--- src/rtl/vga_pixel_fetch_if.sv ---
// Frame-buffer read port between the pixel fetcher and its RAM.
// The RAM returns ram_rdata one clock after it samples ram_addr.
interface vga_pixel_fetch_if;
  logic [16:0] ram_addr;
  logic [15:0] ram_rdata;

  modport master (output ram_addr, input ram_rdata);
  modport slave  (input ram_addr, output ram_rdata);
endinterface

--- src/rtl/vga_pixel_fetch.sv ---
// Fetches a RD_H x RD_V window of RGB565 pixels from a frame buffer in step with
// an external timing generator and emits RGB888 video with a fixed 2-clock latency.
module vga_pixel_fetch #(
  parameter int RD_H   = 480,
  parameter int RD_V   = 272,
  parameter bit VS_POL = 1'b1
) (
  input  logic              clk,
  input  logic              rst,
  input  logic              hs_in,
  input  logic              vs_in,
  input  logic              de_in,
  input  logic              rd_in,
  input  logic [1:0]        mode,
  input  logic [23:0]       bg_color,
  vga_pixel_fetch_if.master ram,
  output logic              hs_out,
  output logic              vs_out,
  output logic              de_out,
  output logic [23:0]       rgb_out,
  output logic              frame_err
);

  localparam logic [16:0] ADDR_MAX  = 17'(RD_H * RD_V - 1);
  localparam logic [16:0] PIX_TOTAL = 17'(RD_H * RD_V);
  localparam logic [8:0]  X_MAX     = 9'(RD_H - 1);
  localparam logic [8:0]  Y_MAX     = 9'(RD_V - 1);
  localparam logic [8:0]  BAR_W     = 9'(RD_H / 8);

  typedef enum logic {WAIT_FRAME, RUN} state_t;

  state_t      stateQ, stateD;
  logic        vsQ;
  logic        frameStart;
  logic        run;
  logic        fetch;

  logic [16:0] addrQ, addrD;
  logic [8:0]  xQ, xD;
  logic [8:0]  yQ, yD;
  logic [16:0] cntQ, cntD;
  logic        errQ, errD;
  logic [1:0]  modeQ, modeD;

  logic        hs1Q, vs1Q, de1Q, rd1Q, live1Q;
  logic [8:0]  x1Q;
  logic [3:0]  yLo1Q;
  logic [1:0]  mode1Q;

  logic        hs2Q, vs2Q, de2Q;
  logic [23:0] rgbQ, rgbD;

  logic [4:0]  pixR;
  logic [5:0]  pixG;
  logic [4:0]  pixB;
  logic [8:0]  barIdx;

  assign frameStart = (vs_in == VS_POL) && (vsQ != VS_POL);
  assign run        = (stateQ == RUN);
  assign fetch      = run && rd_in && !frameStart;

  // A frame-start pixel reads address 0 even though the counter still holds last frame's value.
  assign ram.ram_addr = frameStart ? 17'd0 : addrQ;

  assign pixR = ram.ram_rdata[15:11];
  assign pixG = ram.ram_rdata[10:5];
  assign pixB = ram.ram_rdata[4:0];

  always_ff @(posedge clk or posedge rst) begin
    if (rst) stateQ <= WAIT_FRAME;
    else     stateQ <= stateD;
  end

  always_comb begin
    stateD = stateQ;
    if (stateQ == WAIT_FRAME && frameStart) stateD = RUN;
  end

  always_comb begin
    addrD = addrQ;
    xD    = xQ;
    yD    = yQ;
    cntD  = cntQ;
    errD  = errQ;
    modeD = modeQ;
    if (frameStart) begin
      addrD = '0;
      xD    = '0;
      yD    = '0;
      cntD  = '0;
      modeD = mode;
      if (run && cntQ != PIX_TOTAL) errD = 1'b1;
    end else if (fetch) begin
      if (addrQ != ADDR_MAX) addrD = addrQ + 17'd1;
      if (xQ == X_MAX) begin
        xD = '0;
        if (yQ != Y_MAX) yD = yQ + 9'd1;
      end else begin
        xD = xQ + 9'd1;
      end
      if (cntQ != '1) cntD = cntQ + 17'd1;
    end
  end

  always_ff @(posedge clk or posedge rst) begin
    if (rst) begin
      vsQ    <= 1'b0;
      addrQ  <= '0;
      xQ     <= '0;
      yQ     <= '0;
      cntQ   <= '0;
      errQ   <= 1'b0;
      modeQ  <= '0;
      hs1Q   <= 1'b0;
      vs1Q   <= 1'b0;
      de1Q   <= 1'b0;
      rd1Q   <= 1'b0;
      live1Q <= 1'b0;
      x1Q    <= '0;
      yLo1Q  <= '0;
      mode1Q <= '0;
      hs2Q   <= 1'b0;
      vs2Q   <= 1'b0;
      de2Q   <= 1'b0;
      rgbQ   <= '0;
    end else begin
      vsQ    <= vs_in;
      addrQ  <= addrD;
      xQ     <= xD;
      yQ     <= yD;
      cntQ   <= cntD;
      errQ   <= errD;
      modeQ  <= modeD;
      hs1Q   <= hs_in;
      vs1Q   <= vs_in;
      de1Q   <= de_in;
      rd1Q   <= rd_in && (run || frameStart);
      live1Q <= run || frameStart;
      x1Q    <= frameStart ? 9'd0 : xQ;
      yLo1Q  <= frameStart ? 4'd0 : yQ[3:0];
      mode1Q <= frameStart ? mode : modeQ;
      hs2Q   <= hs1Q;
      vs2Q   <= vs1Q;
      de2Q   <= de1Q;
      rgbQ   <= rgbD;
    end
  end

  // Stage-1 pixel colour; ram_rdata is valid here for the address issued one clock earlier.
  always_comb begin
    rgbD   = '0;
    barIdx = x1Q / BAR_W;
    if (de1Q && live1Q) begin
      if (!rd1Q) begin
        rgbD = bg_color;
      end else begin
        case (mode1Q)
          2'd0: rgbD = {pixR, pixR[4:2], pixG, pixG[5:4], pixB, pixB[4:2]};
          2'd1: begin
            case (barIdx)
              9'd0:    rgbD = 24'hFFFFFF;
              9'd1:    rgbD = 24'hFFFF00;
              9'd2:    rgbD = 24'h00FFFF;
              9'd3:    rgbD = 24'h00FF00;
              9'd4:    rgbD = 24'hFF00FF;
              9'd5:    rgbD = 24'hFF0000;
              9'd6:    rgbD = 24'h0000FF;
              default: rgbD = 24'h000000;
            endcase
          end
          2'd2:    rgbD = bg_color;
          default: rgbD = (x1Q[3:0] == 4'd0 || yLo1Q == 4'd0) ? 24'hFFFFFF : 24'h000000;
        endcase
      end
    end
  end

  assign hs_out    = hs2Q;
  assign vs_out    = vs2Q;
  assign de_out    = de2Q;
  assign rgb_out   = rgbQ;
  assign frame_err = errQ;

endmodule

--- src/flat_wrapper.sv ---
// flat-port wrapper written by rule: the top's interface ports become plain ports
module vga_pixel_fetch_flat 
#(
  parameter int RD_H   = 480,
  parameter int RD_V   = 272,
  parameter bit VS_POL = 1'b1
)
  (clk, rst, hs_in, vs_in, de_in, rd_in, mode, bg_color, hs_out, vs_out, de_out, rgb_out, frame_err, ram_ram_addr, ram_ram_rdata);
  vga_pixel_fetch_if ram_i ();
  input  logic clk;
  input  logic rst;
  input  logic hs_in;
  input  logic vs_in;
  input  logic de_in;
  input  logic rd_in;
  input  logic [1:0] mode;
  input  logic [23:0] bg_color;
  output logic hs_out;
  output logic vs_out;
  output logic de_out;
  output logic [23:0] rgb_out;
  output logic frame_err;
  output wire logic [$bits(ram_i.ram_addr)-1:0] ram_ram_addr;
  input wire logic [$bits(ram_i.ram_rdata)-1:0] ram_ram_rdata;
  assign ram_ram_addr = ram_i.ram_addr;
  assign ram_i.ram_rdata = ram_ram_rdata;
  vga_pixel_fetch #(.RD_H(RD_H), .RD_V(RD_V), .VS_POL(VS_POL)) u_core (.clk(clk), .rst(rst), .hs_in(hs_in), .vs_in(vs_in), .de_in(de_in), .rd_in(rd_in), .mode(mode), .bg_color(bg_color), .ram(ram_i), .hs_out(hs_out), .vs_out(vs_out), .de_out(de_out), .rgb_out(rgb_out), .frame_err(frame_err));
endmodule
--- config.mk ---
export PLATFORM = sky130hd
export DESIGN_NAME = vga_pixel_fetch_flat
export DESIGN_NICKNAME = d
export VERILOG_FILES = /design/src/rtl/vga_pixel_fetch_if.sv /design/src/rtl/vga_pixel_fetch.sv /design/src/flat_wrapper.sv
export SDC_FILE = /design/constraint.sdc
export NUM_CORES = 1
export LEC_CHECK = 0
export CAP_MARGIN = 0
export CORE_MARGIN = 3
export CORE_UTILIZATION = 46
export DETAILED_ROUTE_END_ITERATION = 12
export PLACE_DENSITY_LB_ADDON = 0.1
export SETUP_SLACK_MARGIN = 0.05
export SYNTH_ARGS = -nofsm -noshare
export SYNTH_HDL_FRONTEND = slang
export SYNTH_SLANG_ARGS = --single-unit
--- constraint.sdc ---
create_clock -name clk -period 4.9 [get_ports clk]
set_input_delay 1.47 -clock clk [delete_from_list [all_inputs] [get_ports clk]]
set_output_delay 1.47 -clock clk [all_outputs]
set_load 0.01 [all_outputs]
## After elaboration in Yosys (flattened, before gate mapping)

Index checks and enable logic that the tools add are counted.

| cells by class | value |
|---|---|
| reduce and logical (&&, ||, !) cells | 23 |
| equality and inequality tests | 13 |
| divide/modulo/power cells | 1 |
| multiplexer cells | 21 |
| add/subtract/negate cells | 4 |
| bitwise gates (word level) | 2 |

Operators by type and width:

| cell | number |
|---|---|
| $pmux 24 s7 | 1 |
| $mux 17 | 7 |
| $mux 24 | 3 |
| $mux 9 | 8 |
| $pmux 24 s3 | 1 |
| $ne 17x17->1 const B | 3 |
| $add 17x1->17 const B | 2 |
| $eq 9x3->1 const B | 3 |
| $add 9x1->9 const B | 2 |
| $eq 9x2->1 const B | 2 |
| $reduce_bool 2->1 | 5 |
| $div 9x6->9 const B | 1 |
| $eq 9x1->1 const B | 1 |
| $eq 9x9->1 const B | 1 |
| $logic_not 9->1 | 1 |
| $ne 9x9->1 const B | 1 |
| $logic_not 4->1 | 2 |
| $logic_and 1x1->1 | 7 |
| $reduce_and 2->1 | 3 |
| $mux 4 | 1 |
| $reduce_and 3->1 | 1 |
| $eq 2x1->1 const B | 1 |
| $eq 2x2->1 const B | 1 |
| $logic_not 2->1 | 1 |
| other kinds (3) | 5 |

| storage, ports and cells | value |
|---|---|
| logic and storage cells | 82 |
| bits of input ports | 48 |
| output and inout port bits | 45 |
| register bits | 101 |

## Depth between registers and ports, before layout

| logic depth | value |
|---|---|
| depth in word-level cells | 6 |
| depth in mapped cells | 10 |
| depth with buffers taken out | 10 |

## Least setup slack after synthesis

No wires, ideal clock.

| timing path | value |
|---|---|
| path kind | input-to-output |
| start | input vs_in |
| end | output ram_ram_addr[0] |
| path slack | 1.197 ns |
| stages on the path | 4 |
| path buffers | 2 |
| arrival | 2.233 ns |
| cell sequence | nand2b_1 -> clkbuf_1 -> clkbuf_1 -> and2_1 |

| between the ends | value |
|---|---|
| word-level cells in the longest chain between the ends | 2 |

Ends and longest elaborated chain:

| element | line | text |
|---|---|---|
| start: declaration | flat_wrapper.sv:13 | `input logic vs_in;` |
| $logic_and 1x1->1 | vga_pixel_fetch.sv:58 | `assign frameStart = (vs_in == VS_POL) && (vsQ != VS_POL);` |
| $mux 17 | vga_pixel_fetch.sv:63 | `assign ram.ram_addr = frameStart ? 17'd0 : addrQ;` |
| end: declaration | flat_wrapper.sv:23 | `output wire logic [$bits(ram_i.ram_addr)-1:0] ram_ram_addr;` |

No other way between the ends.

## Worst setup path after layout

| timing path | value |
|---|---|
| start | input vs_in |
| end | output ram_ram_addr[12] |

The elaborated chain is that of the path after synthesis.

==> flow_summary.html <==
<table>
<tr><th>Metric</th><th>Value</th></tr>
<tr><th colspan="2">Pwr</th></tr>
<tr><td>Leakage power of the design</td><td>about 2.7 nW</td></tr>
<tr><td>Pwr Density</td><td>283 mW/mm^2</td></tr>
<tr><td>Logic gate share of total power</td><td>between 10% and 20%</td></tr>
<tr><td>Cell internal pwr</td><td>~1.3 mW</td></tr>
<tr><td>Clock network fraction of design power</td><td>a little under a third</td></tr>
<tr><td>Net load switching power</td><td>around 480 uW</td></tr>
<tr><td>Largest voltage drop on the vdd net</td><td>around 0.26 mV</td></tr>
<tr><td>Proportion of total power due to net switching</td><td>between 20% and 30%</td></tr>
<tr><td>Fraction of power consumed by sequential logic</td><td>between 50 and 60%</td></tr>
<tr><th colspan="2">STA</th></tr>
<tr><td>Period minus WS final</td><td>approximately 4600 ps</td></tr>
<tr><td>Worst Skew</td><td>~10 ps</td></tr>
<tr><td>Final count of pins violating max slew</td><td>0</td></tr>
<tr><td>Final setup viols</td><td>0</td></tr>
<tr><td>Final hold violations</td><td>0</td></tr>
<tr><td>Worst hold slack after final layout</td><td>about 370 ps</td></tr>
<tr><td>Setup repair after global routing missed its margin</td><td>false</td></tr>
<tr><td>Period utilisation layout</td><td>around 95%</td></tr>
<tr><td>Fmax</td><td>0.216 GHz</td></tr>
<tr><td>Final Worst Setup Slack</td><td>268 ps</td></tr>
<tr><td>Transition at the pin with the smallest max-transition slack</td><td>roughly 830 ps</td></tr>
<tr><td>Relative max-transition margin</td><td>about 44%</td></tr>
<tr><td>Total negative setup slack</td><td>0 ps</td></tr>
<tr><th colspan="2">Synth</th></tr>
<tr><td>Syn_area_per_cell</td><td>roughly 9.6 sq um</td></tr>
<tr><td>Post-synth net total</td><td>about 570</td></tr>
<tr><td>Number of standard cells after synthesis</td><td>between 500 and 600</td></tr>
<tr><td>Share of synthesized cell area in and, or, nand and nor gates</td><td>a little under a quarter</td></tr>
<tr><td>Fraction of post-synthesis cell area in the top cell type by area</td><td>about half</td></tr>
<tr><td>Most used DFF post-synth</td><td>dfrtp_1</td></tr>
<tr><td>Dominant cell type by area after synthesis</td><td>dfrtp_1</td></tr>
<tr><td>Portion of the post-synthesis area used by sequential elements</td><td>51.0%</td></tr>
<tr><td>Post-synthesis xor/xnor area fraction</td><td>6.01%</td></tr>
<tr><td>Total of flip-flops plus latches after synthesis</td><td>around 100</td></tr>
<tr><td>Synthesis warning total</td><td>0</td></tr>
<tr><td>Fraction of the mapped netlist area in compound gates</td><td>~14%</td></tr>
<tr><td>Adder-cell share of the synthesized area</td><td>under 10%</td></tr>
<tr><td>Synth async-reset ratio</td><td>100%</td></tr>
<tr><td>Main combinational cell family by area after synthesis</td><td>simple AND/OR/NAND/NOR gates</td></tr>
<tr><td>Yosys cell types</td><td>59</td></tr>
<tr><td>Post-Syn Area</td><td>0.00495 sq mm</td></tr>
<tr><td>EDFF count, synth</td><td>0</td></tr>
<tr><td>Fraction of synthesized area in multiplexers</td><td>1.39%</td></tr>
<tr><td>Ranking of synthesized cells by area</td><td>dfrtp_1 (51%), nand2_1 (4.7%), xor2_1 (4.2%)</td></tr>
<tr><th colspan="2">Die</th></tr>
<tr><td>Initial core utilization</td><td>around 48%</td></tr>
<tr><td>Die width</td><td>110 um</td></tr>
<tr><td>Core Rows</td><td>37</td></tr>
<tr><td>I/O pin cnt</td><td>93</td></tr>
<tr><td>Overall die height</td><td>~110 um</td></tr>
<tr><td>Core Region</td><td>0.0104 sq mm</td></tr>
<tr><td>Area enclosed by the die boundary</td><td>between 0.01 and 0.015 sq mm</td></tr>
<tr><th colspan="2">Global routing</th></tr>
<tr><td>Global-route wire length before repair</td><td>18.6 mm</td></tr>
<tr><td>Initial antenna violation count</td><td>0</td></tr>
<tr><td>Via count of the first global-routing pass</td><td>just under 4000</td></tr>
<tr><td>Global Route Usage Sum</td><td>about 19%</td></tr>
<tr><td>Overflow left after global routing</td><td>0</td></tr>
<tr><td>Pin count of the biggest net entering global routing</td><td>68</td></tr>
<tr><th colspan="2">Job</th></tr>
<tr><td># Max-Cap Violations</td><td>0</td></tr>
<tr><th colspan="2">CTS</th></tr>
<tr><td>CTS Root Buffer Type</td><td>clkbuf_8</td></tr>
<tr><td>Number of H-tree levels</td><td>3</td></tr>
<tr><td>Post-cts gate resize count</td><td>0</td></tr>
<tr><td>Setup Buffers After CTS</td><td>0</td></tr>
<tr><td>CTS buffer count</td><td>9</td></tr>
<tr><td>Total of hold buffers inserted after clock tree synthesis</td><td>0</td></tr>
<tr><td>Clock transition at the registers of the reported paths</td><td>~90 ps</td></tr>
<tr><td>Source-to-sink clock delay at the later pin of the worst-skew pair</td><td>around 360 ps</td></tr>
<tr><td>Maximum number of buffers from clock root to sink</td><td>2</td></tr>
<tr><td>TritonCTS sink count</td><td>101</td></tr>
<tr><td>Clock tree from TritonCTS</td><td>yes</td></tr>
<tr><th colspan="2">Setup path</th></tr>
<tr><td>Critical Path Sink Type</td><td>primary output</td></tr>
<tr><td>Critical R2R Capture</td><td>u_core.cntQ[13]</td></tr>
<tr><td>Startpoint type of the worst setup path</td><td>primary input</td></tr>
<tr><td>Start-to-end type of the worst setup path</td><td>primary input to primary output</td></tr>
<tr><td>Crit-path cells</td><td>clkdlybuf4s50_1 -&gt; nand2b_1 -&gt; and2_2 -&gt; clkdlybuf4s50_1</td></tr>
<tr><td>Slowest cell on the critical path</td><td>clkdlybuf4s50_1</td></tr>
<tr><td>Cells on worst reg2reg path</td><td>10</td></tr>
<tr><td>Crit path required time</td><td>about 3400 ps</td></tr>
<tr><td>Arr. time, crit path</td><td>between 3000 and 4000 ps</td></tr>
<tr><td>Maximum cell stage delay along the critical path</td><td>around 530 ps</td></tr>
<tr><td>Peak fanout along the critical path</td><td>20</td></tr>
<tr><td>Most used cell along the critical path</td><td>clkdlybuf4s50_1</td></tr>
<tr><td>Slack of the worst reg-to-reg path</td><td>between 2000 and 2500 ps</td></tr>
<tr><td>Critical register-to-register path startpoint</td><td>u_core.cntQ[9]</td></tr>
<tr><th colspan="2">Hold path</th></tr>
<tr><td>Cell depth of the worst min-delay path</td><td>0</td></tr>
<tr><td>Hold wc startpoint</td><td>u_core.hs1Q</td></tr>
<tr><td>Type of the worst min-delay path</td><td>flop to flop</td></tr>
<tr><td>Worst Hold End</td><td>u_core.hs_out</td></tr>
<tr><th colspan="2">Final layout</th></tr>
<tr><td>Final nets</td><td>655</td></tr>
<tr><td>Layout Cells excl Fill</td><td>742</td></tr>
<tr><td>P&amp;R area growth vs syn</td><td>24.6%</td></tr>
<tr><td>N_diodes</td><td>0</td></tr>
<tr><td>Post-Layout Inst Area</td><td>0.00617 sq mm</td></tr>
<tr><td>Layout cells sized above 1</td><td>under 10%</td></tr>
<tr><th colspan="2">Status</th></tr>
<tr><td>Run status</td><td>finished clean</td></tr>
<tr><th colspan="2">Detailed routing</th></tr>
<tr><td>Total via count in the routed design</td><td>around 4000</td></tr>
<tr><td>Drt first-iter violations</td><td>between 150 and 200</td></tr>
<tr><td>DR vias/cell</td><td>5.41</td></tr>
<tr><td>DRT Pass-1 Iters</td><td>7</td></tr>
<tr><td>Drc violations</td><td>0</td></tr>
<tr><td>Routed Wire Length</td><td>between 10 and 15 mm</td></tr>
<tr><td>Antenna Violating Nets Remaining</td><td>0</td></tr>
<tr><td>WL per Instance</td><td>between 10 and 15 um</td></tr>
<tr><th colspan="2">Placement</th></tr>
<tr><td>Place WS</td><td>between 200 and 300 ps</td></tr>
<tr><td>Number of cells after detailed placement</td><td>~730</td></tr>
<tr><td>Number of I/O port buffers</td><td>between 90 and 100</td></tr>
<tr><td>Final weighted congestion in routability-driven placement</td><td>0.817</td></tr>
<tr><td>Area post-placement</td><td>0.00597 sq mm</td></tr>
<tr><td>Placed wire-length estimate</td><td>roughly 8.0 mm</td></tr>
</table>
-- registers in the layout (all words and copies together) (netlist names), 2 cells and up --
name,cells
u_core.xQ,9
u_core.rgb_out,24
u_core.x1Q,9
u_core.yQ,9
u_core.yLo1Q,4
u_core.addrQ,17
u_core.modeQ,2
u_core.cntQ,17
-- logic make-up after synthesis --
group	Yosys count
buffers and inverters	33
AND/OR/NAND/NOR	224
flip-flops	101
adder cells (fa/ha/maj)	6
multiplexers	6
AO/OA/AOI/OAI	111
XOR/XNOR	34
-- stage by stage --
step	total power, mW	utilization, %
2_1_floorplan	1.09	-
3_3_place_gp	1.23	57.4
3_5_place_dp	1.24	57.4
4_1_cts	1.77	59.3
5_1_grt	1.85	59.3
6_report	1.74	59.3
-- worst max-delay path, delay by kind of cell --
family	cells	cell delay [ps]
buf+inv	2	960
simple gates	2	730
-- area by class of cell --
cell class,count,area [sq um]
timing repair buffer,96,951
inverter,12,47.5
sequential,101,2530
clock inverter,6,70.1
fill,902,4240
multi-input combinational,381,2280
tap,136,170
clock buffer,10,128
-- Yosys cell counts (7+ instances only) --
| cell type | number |
|---|---|
| nor2_1 | 54 |
| nand2_1 | 62 |
| nand3_1 | 21 |
| o2111ai_1 | 8 |
| xnor2_1 | 10 |
| nor3_1 | 7 |
| a21oi_1 | 30 |
| nand4_1 | 7 |
| clkbuf_1 | 11 |
| dfrtp_1 | 101 |
| o21ai_0 | 41 |
| nor4_1 | 7 |
| xor2_1 | 24 |
| and2_1 | 33 |
| inv_1 | 12 |
-- metal layers --
layer / wire length (um) / vias to the layer above / GRT usage (%) / part of all wire [%]
met2: 5420 / 103 / 32.5 / 49
met5: 0 / - / 0 / 0
met1: 4950 / 1933 / 25.3 / 45
met3: 533 / 9 / 4.35 / 4.8
met4: 106 / 0 / 4.99 / 0.96
li1: - / 1972 / - / -
-- cell usage in the layout, fill, tap and decap left out, types with 3 or more instances in the layout --
master           Yosys  final
nand3_1             21     21
nand4_1              7      7
or3_1                3      3
a221oi_1             4      4
and2_1              33     33
o2111ai_1            8      8
clkdlybuf4s50_1      0     92
a21o_1               6      6
clkbuf_8             0      9
nor3_1               7      7
dfrtp_1            101    101
nor2_1              54     54
xnor2_1             10     10
a21oi_1             30     30
o31ai_1              4      4
nand2b_1             4      4
ha_1                 6      6
o21ai_0             41     41
inv_1               12     11
nor2b_1              3      3
and3_1               5      5
nand2_1             62     62
nor4_1               7      7
xor2_1              24     24
buf_4                0      4
-- worst max path at each step --
| stage | to | slack, ps | start | cells past startpoint |
|---|---|---|---|---|
| finish | ram_ram_addr[12] | 270 | vs_in | 4 |
| global route | ram_ram_addr[12] | 130 | vs_in | 4 |
| CTS | ram_ram_addr[12] | 260 | vs_in | 4 |
| detailed placement | ram_ram_addr[12] | 270 | vs_in | 4 |
| global placement | ram_ram_addr[11] | 340 | vs_in | 4 |
| floorplan | u_core.addrQ[0] | 780 | rst | 1 |
-- power groups by stage --
stage	clock, mW	combinational (mW)	sequential [mW]
floorplan	0	0.150	0.945
global placement	0	0.287	0.943
detailed placement	0	0.294	0.945
CTS	0.549	0.296	0.928
global route	0.585	0.328	0.937
finish	0.524	0.292	0.928
(Power assumes the default switching activity.)
